$ cat src/rtl/adder_pkg.sv
// -----------------------------------------------------------------------------
// adder_pkg
// Shared types and elaboration helpers for the pipelined adder/subtractor.
//   op_e         : operation select carried on the 'sub' input (add / subtract)
//   stage_ctl_t  : per-stage control payload (valid bit + carry into next slice)
//   slice_width  : bits handled per pipeline stage
//   slices_fit   : legality of an (N, STAGES) pair
// -----------------------------------------------------------------------------
package adder_pkg;

  localparam int N_DEFAULT      = 32;
  localparam int STAGES_DEFAULT = 4;

  typedef enum logic {
    OP_ADD = 1'b0,
    OP_SUB = 1'b1
  } op_e;

  // Control half of a stage payload; the operand and partial-sum halves
  // have stage-dependent widths and live next to it in each stage.
  typedef struct packed {
    logic valid;
    logic carry;
  } stage_ctl_t;

  function automatic int slice_width(input int n, input int stages);
    return n / stages;
  endfunction

  function automatic bit slices_fit(input int n, input int stages);
    return (stages >= 1) && (stages <= n) && ((n % stages) == 0);
  endfunction

endpackage

$ cat src/rtl/adder_slice.sv
// -----------------------------------------------------------------------------
// adder_slice
// Combinational W-bit ripple-carry adder built from 1-bit full adders.
//   a, b      : W-bit operands
//   c_in      : carry into bit 0
//   sum       : W-bit sum
//   c_out     : carry out of bit W-1
//   c_msb_in  : carry into bit W-1 (used for signed-overflow detection)
// -----------------------------------------------------------------------------
module adder_slice #(
  parameter int W = 8
) (
  input  logic [W-1:0] a,
  input  logic [W-1:0] b,
  input  logic         c_in,
  output logic [W-1:0] sum,
  output logic         c_out,
  output logic         c_msb_in
);

  logic [W:0] carry;

  // NOTE: blocking assignments in combinational logic, so each bit sees the
  // carry produced by the bit below it within the same evaluation.
  always_comb begin
    carry    = '0;
    sum      = '0;
    carry[0] = c_in;
    for (int i = 0; i < W; i++) begin
      sum[i]       = a[i] ^ b[i] ^ carry[i];
      carry[i + 1] = (a[i] & b[i]) | (carry[i] & (a[i] ^ b[i]));
    end
  end

  assign c_out    = carry[W];
  assign c_msb_in = carry[W-1];

endmodule

$ cat src/rtl/adder_pipelined.sv
// -----------------------------------------------------------------------------
// adder_pipelined
// N-bit adder/subtractor split into STAGES ripple slices with one register
// stage per slice, valid/ready handshake on both sides (bubble-collapsing).
//   clk, rst                : clock, asynchronous active-high reset
//   in_valid / in_ready     : input handshake for a, b, sub, c_in
//   a, b                    : N-bit operands
//   sub                     : 0 = a+b+c_in, 1 = a-b (c_in ignored)
//   c_in                    : carry-in for add mode
//   out_valid / out_ready   : output handshake for sum, c_out, overflow
//   sum                     : N-bit result (modulo 2^N)
//   c_out                   : carry out of MSB (sub: 1 = no borrow)
//   overflow                : signed overflow
// -----------------------------------------------------------------------------
module adder_pipelined
  import adder_pkg::*;
#(
  parameter int N      = N_DEFAULT,
  parameter int STAGES = STAGES_DEFAULT
) (
  input  logic         clk,
  input  logic         rst,
  input  logic         in_valid,
  output logic         in_ready,
  input  logic [N-1:0] a,
  input  logic [N-1:0] b,
  input  logic         sub,
  input  logic         c_in,
  output logic         out_valid,
  input  logic         out_ready,
  output logic [N-1:0] sum,
  output logic         c_out,
  output logic         overflow
);

  localparam int SLICE = slice_width(N, STAGES);

  if (!slices_fit(N, STAGES)) begin : g_bad_cfg
    $error("adder_pipelined: N=%0d cannot be split into STAGES=%0d equal slices", N, STAGES);
  end

  // Subtraction is a + ~b + 1; stage 0 folds the inversion and forced carry.
  op_e          op;
  logic [N-1:0] b_eff;
  logic         carry_first;

  assign op          = op_e'(sub);
  assign b_eff       = (op == OP_SUB) ? ~b : b;
  assign carry_first = (op == OP_SUB) ? 1'b1 : c_in;

  for (genvar k = 0; k < STAGES; k++) begin : g_st
    localparam int LO  = k * SLICE;  // first bit computed here
    localparam int TOP = LO + SLICE; // result bits known after this stage

    // Operand bits not yet consumed by earlier stages.
    logic [N-1:LO]    op_a;
    logic [N-1:LO]    op_b;
    logic             carry_in;
    logic             valid_in;
    logic             ready;
    logic [SLICE-1:0] slice_sum;
    logic             slice_cout;
    logic             slice_cmsb;
    logic [TOP-1:0]   sum_new;

    stage_ctl_t       ctl_d, ctl_q;
    logic [TOP-1:0]   sum_d, sum_q;
    logic             stage_valid;
    logic             stage_carry;

    assign stage_valid = ctl_q.valid;
    assign stage_carry = ctl_q.carry;

    if (k == 0) begin : g_head
      assign op_a     = a;
      assign op_b     = b_eff;
      assign carry_in = carry_first;
      assign valid_in = in_valid;
      assign sum_new  = slice_sum;
    end else begin : g_body
      assign op_a     = g_st[k-1].g_ops.a_q;
      assign op_b     = g_st[k-1].g_ops.b_q;
      assign carry_in = g_st[k-1].stage_carry;
      assign valid_in = g_st[k-1].stage_valid;
      assign sum_new  = {slice_sum, g_st[k-1].sum_q};
    end

    // An empty stage always accepts, which squeezes bubbles out under a stall.
    if (k == STAGES - 1) begin : g_rdy_last
      assign ready = !stage_valid | out_ready;
    end else begin : g_rdy_mid
      assign ready = !stage_valid | g_st[k+1].ready;
    end

    adder_slice #(.W(SLICE)) u_slice (
      .a        (op_a[LO +: SLICE]),
      .b        (op_b[LO +: SLICE]),
      .c_in     (carry_in),
      .sum      (slice_sum),
      .c_out    (slice_cout),
      .c_msb_in (slice_cmsb)
    );

    // NOTE: every variable gets its hold value first, so no path through the
    // block leaves it unassigned and no latch is inferred.
    always_comb begin
      ctl_d = ctl_q;
      sum_d = sum_q;
      if (ready) begin
        ctl_d.valid = valid_in;
        ctl_d.carry = slice_cout;
        sum_d       = sum_new;
      end
    end

    // NOTE: non-blocking assignments for state, so all stages sample their
    // inputs from before the edge and the pipeline shifts by exactly one.
    always_ff @(posedge clk or posedge rst) begin
      if (rst) begin
        ctl_q <= '0;
        sum_q <= '0;
      end else begin
        ctl_q <= ctl_d;
        sum_q <= sum_d;
      end
    end

    // Upper operand bits still to be added by later stages.
    if (k < STAGES - 1) begin : g_ops
      logic [N-1:TOP] a_d, a_q;
      logic [N-1:TOP] b_d, b_q;

      always_comb begin
        a_d = a_q;
        b_d = b_q;
        if (ready) begin
          a_d = op_a[N-1:TOP];
          b_d = op_b[N-1:TOP];
        end
      end

      always_ff @(posedge clk or posedge rst) begin
        if (rst) begin
          a_q <= '0;
          b_q <= '0;
        end else begin
          a_q <= a_d;
          b_q <= b_d;
        end
      end
    end

    // Only the top slice's carry into the MSB matters (for overflow).
    if (k == STAGES - 1) begin : g_tail
      logic cmsb_d, cmsb_q;

      always_comb begin
        cmsb_d = cmsb_q;
        if (ready) cmsb_d = slice_cmsb;
      end

      always_ff @(posedge clk or posedge rst) begin
        if (rst) cmsb_q <= 1'b0;
        else     cmsb_q <= cmsb_d;
      end
    end else begin : g_mid
      logic unused_cmsb;
      assign unused_cmsb = slice_cmsb;
    end
  end

  assign in_ready  = g_st[0].ready;
  assign out_valid = g_st[STAGES-1].stage_valid;
  assign sum       = g_st[STAGES-1].sum_q;
  assign c_out     = g_st[STAGES-1].stage_carry;
  assign overflow  = g_st[STAGES-1].stage_carry ^ g_st[STAGES-1].g_tail.cmsb_q;

endmodule

$ cat config.mk
export PLATFORM = sky130hd
export DESIGN_NAME = adder_pipelined
export DESIGN_NICKNAME = d
export VERILOG_FILES = /design/src/rtl/adder_pkg.sv /design/src/rtl/adder_slice.sv /design/src/rtl/adder_pipelined.sv
export SDC_FILE = /design/constraint.sdc
export NUM_CORES = 1
export LEC_CHECK = 0
export ABC_CLOCK_PERIOD_IN_PS = 8100
export CAP_MARGIN = 10
export CORE_MARGIN = 3
export CORE_UTILIZATION = 50
export DETAILED_ROUTE_END_ITERATION = 10
export GPL_TIMING_DRIVEN = 0
export PLACE_DENSITY = 0.71
export RECOVER_POWER = 25
export SYNTH_ARGS = -nofsm -noshare
export SYNTH_HDL_FRONTEND = slang
export SYNTH_HIERARCHICAL = 1
export SYNTH_SLANG_ARGS = --single-unit
$ cat constraint.sdc
create_clock -name clk -period 8.1 [get_ports clk]
set_input_delay 2.43 -clock clk [delete_from_list [all_inputs] [get_ports clk]]
set_output_delay 2.43 -clock clk [all_outputs]
set_load 0.01 [all_outputs]
* Word-level counts from Yosys, hierarchy flattened
Cells that the tools add are included.
** Storage, ports and cells
- Flip-flop bits (word level) :: 185
- Logic and storage cells :: 191
- Input bits :: 70
- Output and inout bits :: 36
** Cells by class
- Mux-type cells :: 2
- Reductions and logical operators :: 4
- Bitwise operators :: 166
** Operator list (count)
- XOR 1 bit :: 65
- AND 1 bit :: 64
- OR 1 bit :: 36
- 2-to-1 mux 32 bit :: 1
- inverter 32 bit :: 1
- logical NOT 1 bit :: 4
- 2-to-1 mux 1 bit :: 1

* Depth between registers and ports, before layout
- Depth after elaboration :: 19
- Depth in mapped cells :: 16

* Modules after synthesis
The synthesis kept the hierarchy.
** By module, submodules not included
- adder_pipelined :: times used 1, area an instance 7174.4 sq um, cells each 567
- adder_slice :: times used 4, area an instance 197.7 sq um, cells each 18

* Least setup slack after synthesis
No wires, ideal clock.
- Path kind :: input-to-reg
- Start :: input port sub
- End :: register g_st[0].sum_q[7]
- Cell stages on the path :: 16
- Arrival time :: 6.146 ns
- Slack :: 1.827 ns
- Library setup time :: 0.127 ns
- Buffers on the path :: 2
- Path through :: clkbuf_1 > buf_2 > or2_2 > fa_1 > inv_1 > fa_1 > inv_1 > fa_1 > fa_1 > fa_1 > fa_1 > inv_1 > fa_1 > inv_1 > fa_1 > mux2_1
** On the way
- Elaborated cells on any way between the ends :: 32
- Those cells by class :: 2 x mux; 30 x bitwise
** RTL lines
- start: declaration :: RTL line adder_pipelined.sv:27 : input logic sub,
- 2-to-1 mux 1 bit :: RTL line adder_pipelined.sv:49 : assign carry_first = (op == OP_SUB) ? 1'b1 : c_in;
- net carry_first :: RTL line adder_pipelined.sv:45 : logic carry_first;
- AND 1 bit :: RTL line adder_slice.sv:31 : carry[i + 1] = (a[i] & b[i]) | (carry[i] & (a[i] ^ b[i]));
- OR 1 bit :: RTL line adder_slice.sv:31
- AND 1 bit :: RTL line adder_slice.sv:31
- OR 1 bit :: RTL line adder_slice.sv:31
- AND 1 bit :: RTL line adder_slice.sv:31
- OR 1 bit :: RTL line adder_slice.sv:31
- [... 3 more ...]
- OR 1 bit :: RTL line adder_slice.sv:31
- AND 1 bit :: RTL line adder_slice.sv:31
- OR 1 bit :: RTL line adder_slice.sv:31
- AND 1 bit :: RTL line adder_slice.sv:31
- OR 1 bit :: RTL line adder_slice.sv:31
- net g_st[0].g_mid.unused_cmsb :: RTL line adder_pipelined.sv:167 : logic unused_cmsb;
- XOR 1 bit :: RTL line adder_slice.sv:30 : sum[i] = a[i] ^ b[i] ^ carry[i];
- net g_st[0].slice_sum[7] :: RTL line adder_pipelined.sv:61 : logic [SLICE-1:0] slice_sum;
- end signal: assignment :: RTL line adder_pipelined.sv:124 : sum_q <= sum_d;
- end: declaration :: RTL line adder_pipelined.sv:67 : logic [TOP-1:0] sum_d, sum_q;
The timed path passes the listed nets, and every way through them passes these cells.
A chain may end at the register's enable or synchronous reset.

* Worst setup path in the final report
- Start :: input port out_ready
- End :: output port in_ready
** On the way
- Longest elaborated chain between the ends :: 4
** RTL lines
- start: declaration :: RTL line adder_pipelined.sv:30 : input logic out_ready,
- OR 1 bit :: RTL line adder_pipelined.sv:90 : assign ready = !stage_valid | out_ready;
- OR 1 bit (3 in a row) :: RTL line adder_pipelined.sv:92 : assign ready = !stage_valid | g_st[k+1].ready;
- end: declaration :: RTL line adder_pipelined.sv:24 : output logic in_ready,
No other way between the ends.

==> flow_summary.yaml <==
setup_path:
  crit_path_end_kind: "output port"
  r2r-end: "g_st[2].sum_q[23]"
  setup.worst_path.start: "out_ready"
  crit_required_ns: 5.67
  cp.arrival_ns: 4.41
  r2r_cells: 13
  r2r_slack_ns: 4.24
  timing.rr.start: "g_st[1].g_ops.a_q[16]"
  crit_path_end: "in_ready"
  crit_fanout: 10
  startpoint_type: "primary input"
  setup.worst_path.class: "in2out"
final_layout:
  multi_input_area_um2: 3010
  drive_above_1_share: 0.164
  layout.nets: 865
  final_cells: 987
  design_area_um2: 9860
  antenna_cells: 0
  fillers: 1151
  regArea_um2: 4630
  area_growth_pct: 23.8
  post-route-util: 0.641
global_routing:
  antenna_found_initial: 0
  grt_pass1_vias: 5303
  grt_max_degree: 106
  grt_pass1_wl_um: 26500
  grtUsageTotal: 0.190
  gr-total-overflow: 0
clocking:
  cts_max_level: 4
  path_clk_slew_ns: 0.06
  postCtsSetupBuffers: 0
  cts_sinks: 185
  cts_resized: 0
  worstSkewPairLatency_ns: 0.42
  clock_path_buffers: 2
  cts_tree: "built"
  numCtsBuffers: 17
  cts-root-buf: "clkbuf_16"
  ctsHoldBuffers: 0
timing:
  layout_min_cycle_time_ns: 6.84
  fin_skew_ns: 0.00881
  worst_pin_slew_ns: 3.56
  slew_viol_final: 81
  fmax_ghz: 0.146
  worst_slack_ns: 1.26
  rsz0062_at_grt: "no"
  hold_ws_ns: 0.463
  fin_tns_setup_ns: 0
  period_share: 0.845
  finalHoldViolations: 0
  relSlewSlack: -1.38
  setup_viol: 0
placement:
  place_area_um2: 9310
  gp_congestion: 0.793
  dpl.hpwl_um: 11200
  portBuffers: 104
  dp_cells: 955
  place_ws_ns: 1.35
synth:
  synth_area_leaders: "dfrtp_1 58%, mux2_2 11%, fa_1 8.0%, nand2_1 6.9%, mux2_1 4.0%"
  synth_edf_count: 0
  synth_top_area_share: 0.581
  yosysWarningCount: 6
  syn_area_per_cell_um2: 12.5
  syn-num-nets: 741
  synth.distinct_cells: 22
  ys_ff_latch: 185
  synth.most_common_cell: "dfrtp_1"
  ys_dominant_reg_cell: "dfrtp_1"
  syn_inst: 639
  synthArstFlopShare: 1.00
  synth_top_area_cell: "dfrtp_1"
  ys_top_cells_by_count: "185 x dfrtp_1, 147 x nand2_1, 80 x mux2_2"
  syn_area_um2: 7970
  yosysSeqAreaShare: 0.581
job:
  maxCapViolations: 1
status:
  violations: "max-capacitance violations, max-slew violations"
  status: "finished, violations left"
pwr:
  p_per_area_nw_per_um2: 301
  finalPower_mw: 2.97
  peakVddDrop_mv: 0.175
  power.leakage_nw: 4.44
die:
  initial_core_util: 0.518
  placementRows: 45
  fp.dieH_um: 132
  pin_count: 106
  die-area_um2: 17500
  die_w_um: 132
  core_area_um2: 15400
drt:
  avgViaCountPerCell: 4.95
  drtAntennaViolNets: 0
  dr.pass1.iters: 4
  wl_per_cell_um: 15.7
  drt_wl_total_um: 15500
  vias: 4886
  drt_iter0_markers: 258
  drcViolationCount: 0
worst_hold_path:
  min_path_type: "reg2reg"
  hold_depth: 2
## worst min-delay path by stage
stage / start / to / slack [ns]
CTS: g_st[1].sum_q[4] / g_st[1].sum_q[4] / 0.47
floorplan: g_st[1].g_ops.a_q[24] / g_st[1].g_ops.a_q[24] / 0.43
global route: g_st[1].sum_q[5] / g_st[1].sum_q[5] / 0.49
detailed placement: g_st[1].sum_q[4] / g_st[1].sum_q[4] / 0.45
global placement: g_st[1].sum_q[5] / g_st[1].sum_q[5] / 0.44
finish: g_st[1].sum_q[5] / g_st[1].sum_q[5] / 0.46
## worst max-delay path, stage by stage
cell	delay, ns
dlygate4sd3_1	0.58
and4b_1	0.22
and2_1	0.16
buf_4	0.15
inv_4	0.14
buf_6	0.18
clkdlybuf4s50_1	0.55
## per-layer routing
layer  wire, um  global-route usage
met5          0                   0
met4        276              0.0618
met3        582              0.0408
met2       7610               0.315
met1       6990               0.253
## registers in the layout (all words and copies together), names as in the netlist
register            cells
sum                    32
g_st.g_ops.b_q         48
out_valid               1
g_st.stage_carry        3
g_st.g_ops.a_q         48
g_st.sum_q             48
g_st.g_tail.cmsb_q      1
c_out                   1
g_st.stage_valid        3
## cell type report
cell class	instances	share of cell area
Sequential cell	185	0.470
Multi-Input combinational cell	378	0.305
Timing Repair Buffer	105	0.108
Clock buffer	19	0.0439
Tap cell	211	0.0268
Buffer	34	0.0168
Inverter	42	0.0164
Clock inverter	13	0.0132
## logic make-up after synthesis
logic type	share of synthesized area
AO/OA/AOI/OAI	0.0151
AND/OR/NAND/NOR	0.0932
XOR/XNOR	0.0363
multiplexers	0.153
buffers and inverters	0.0412
flip-flops	0.581
adder cells (fa/ha/maj)	0.0804
## layout by cell type, fill, tap and decap left out, types with 17 or more instances in the layout
cell,instances
dfrtp_1,185
nand2_1,147
o21ai_0,24
inv_1,40
clkdlybuf4s50_1,102
mux2_1,28
mux2_2,80
fa_1,32
nand3_1,24
clkbuf_1,18
clkbuf_16,17
xnor2_1,24
## power by group
part / internal (mW) / switching [mW]
Sequential: 1.21 / 0.166
Clock: 0.451 / 0.341
Combinational: 0.462 / 0.339
No activity file was read; power rests on OpenSTA's default activity.
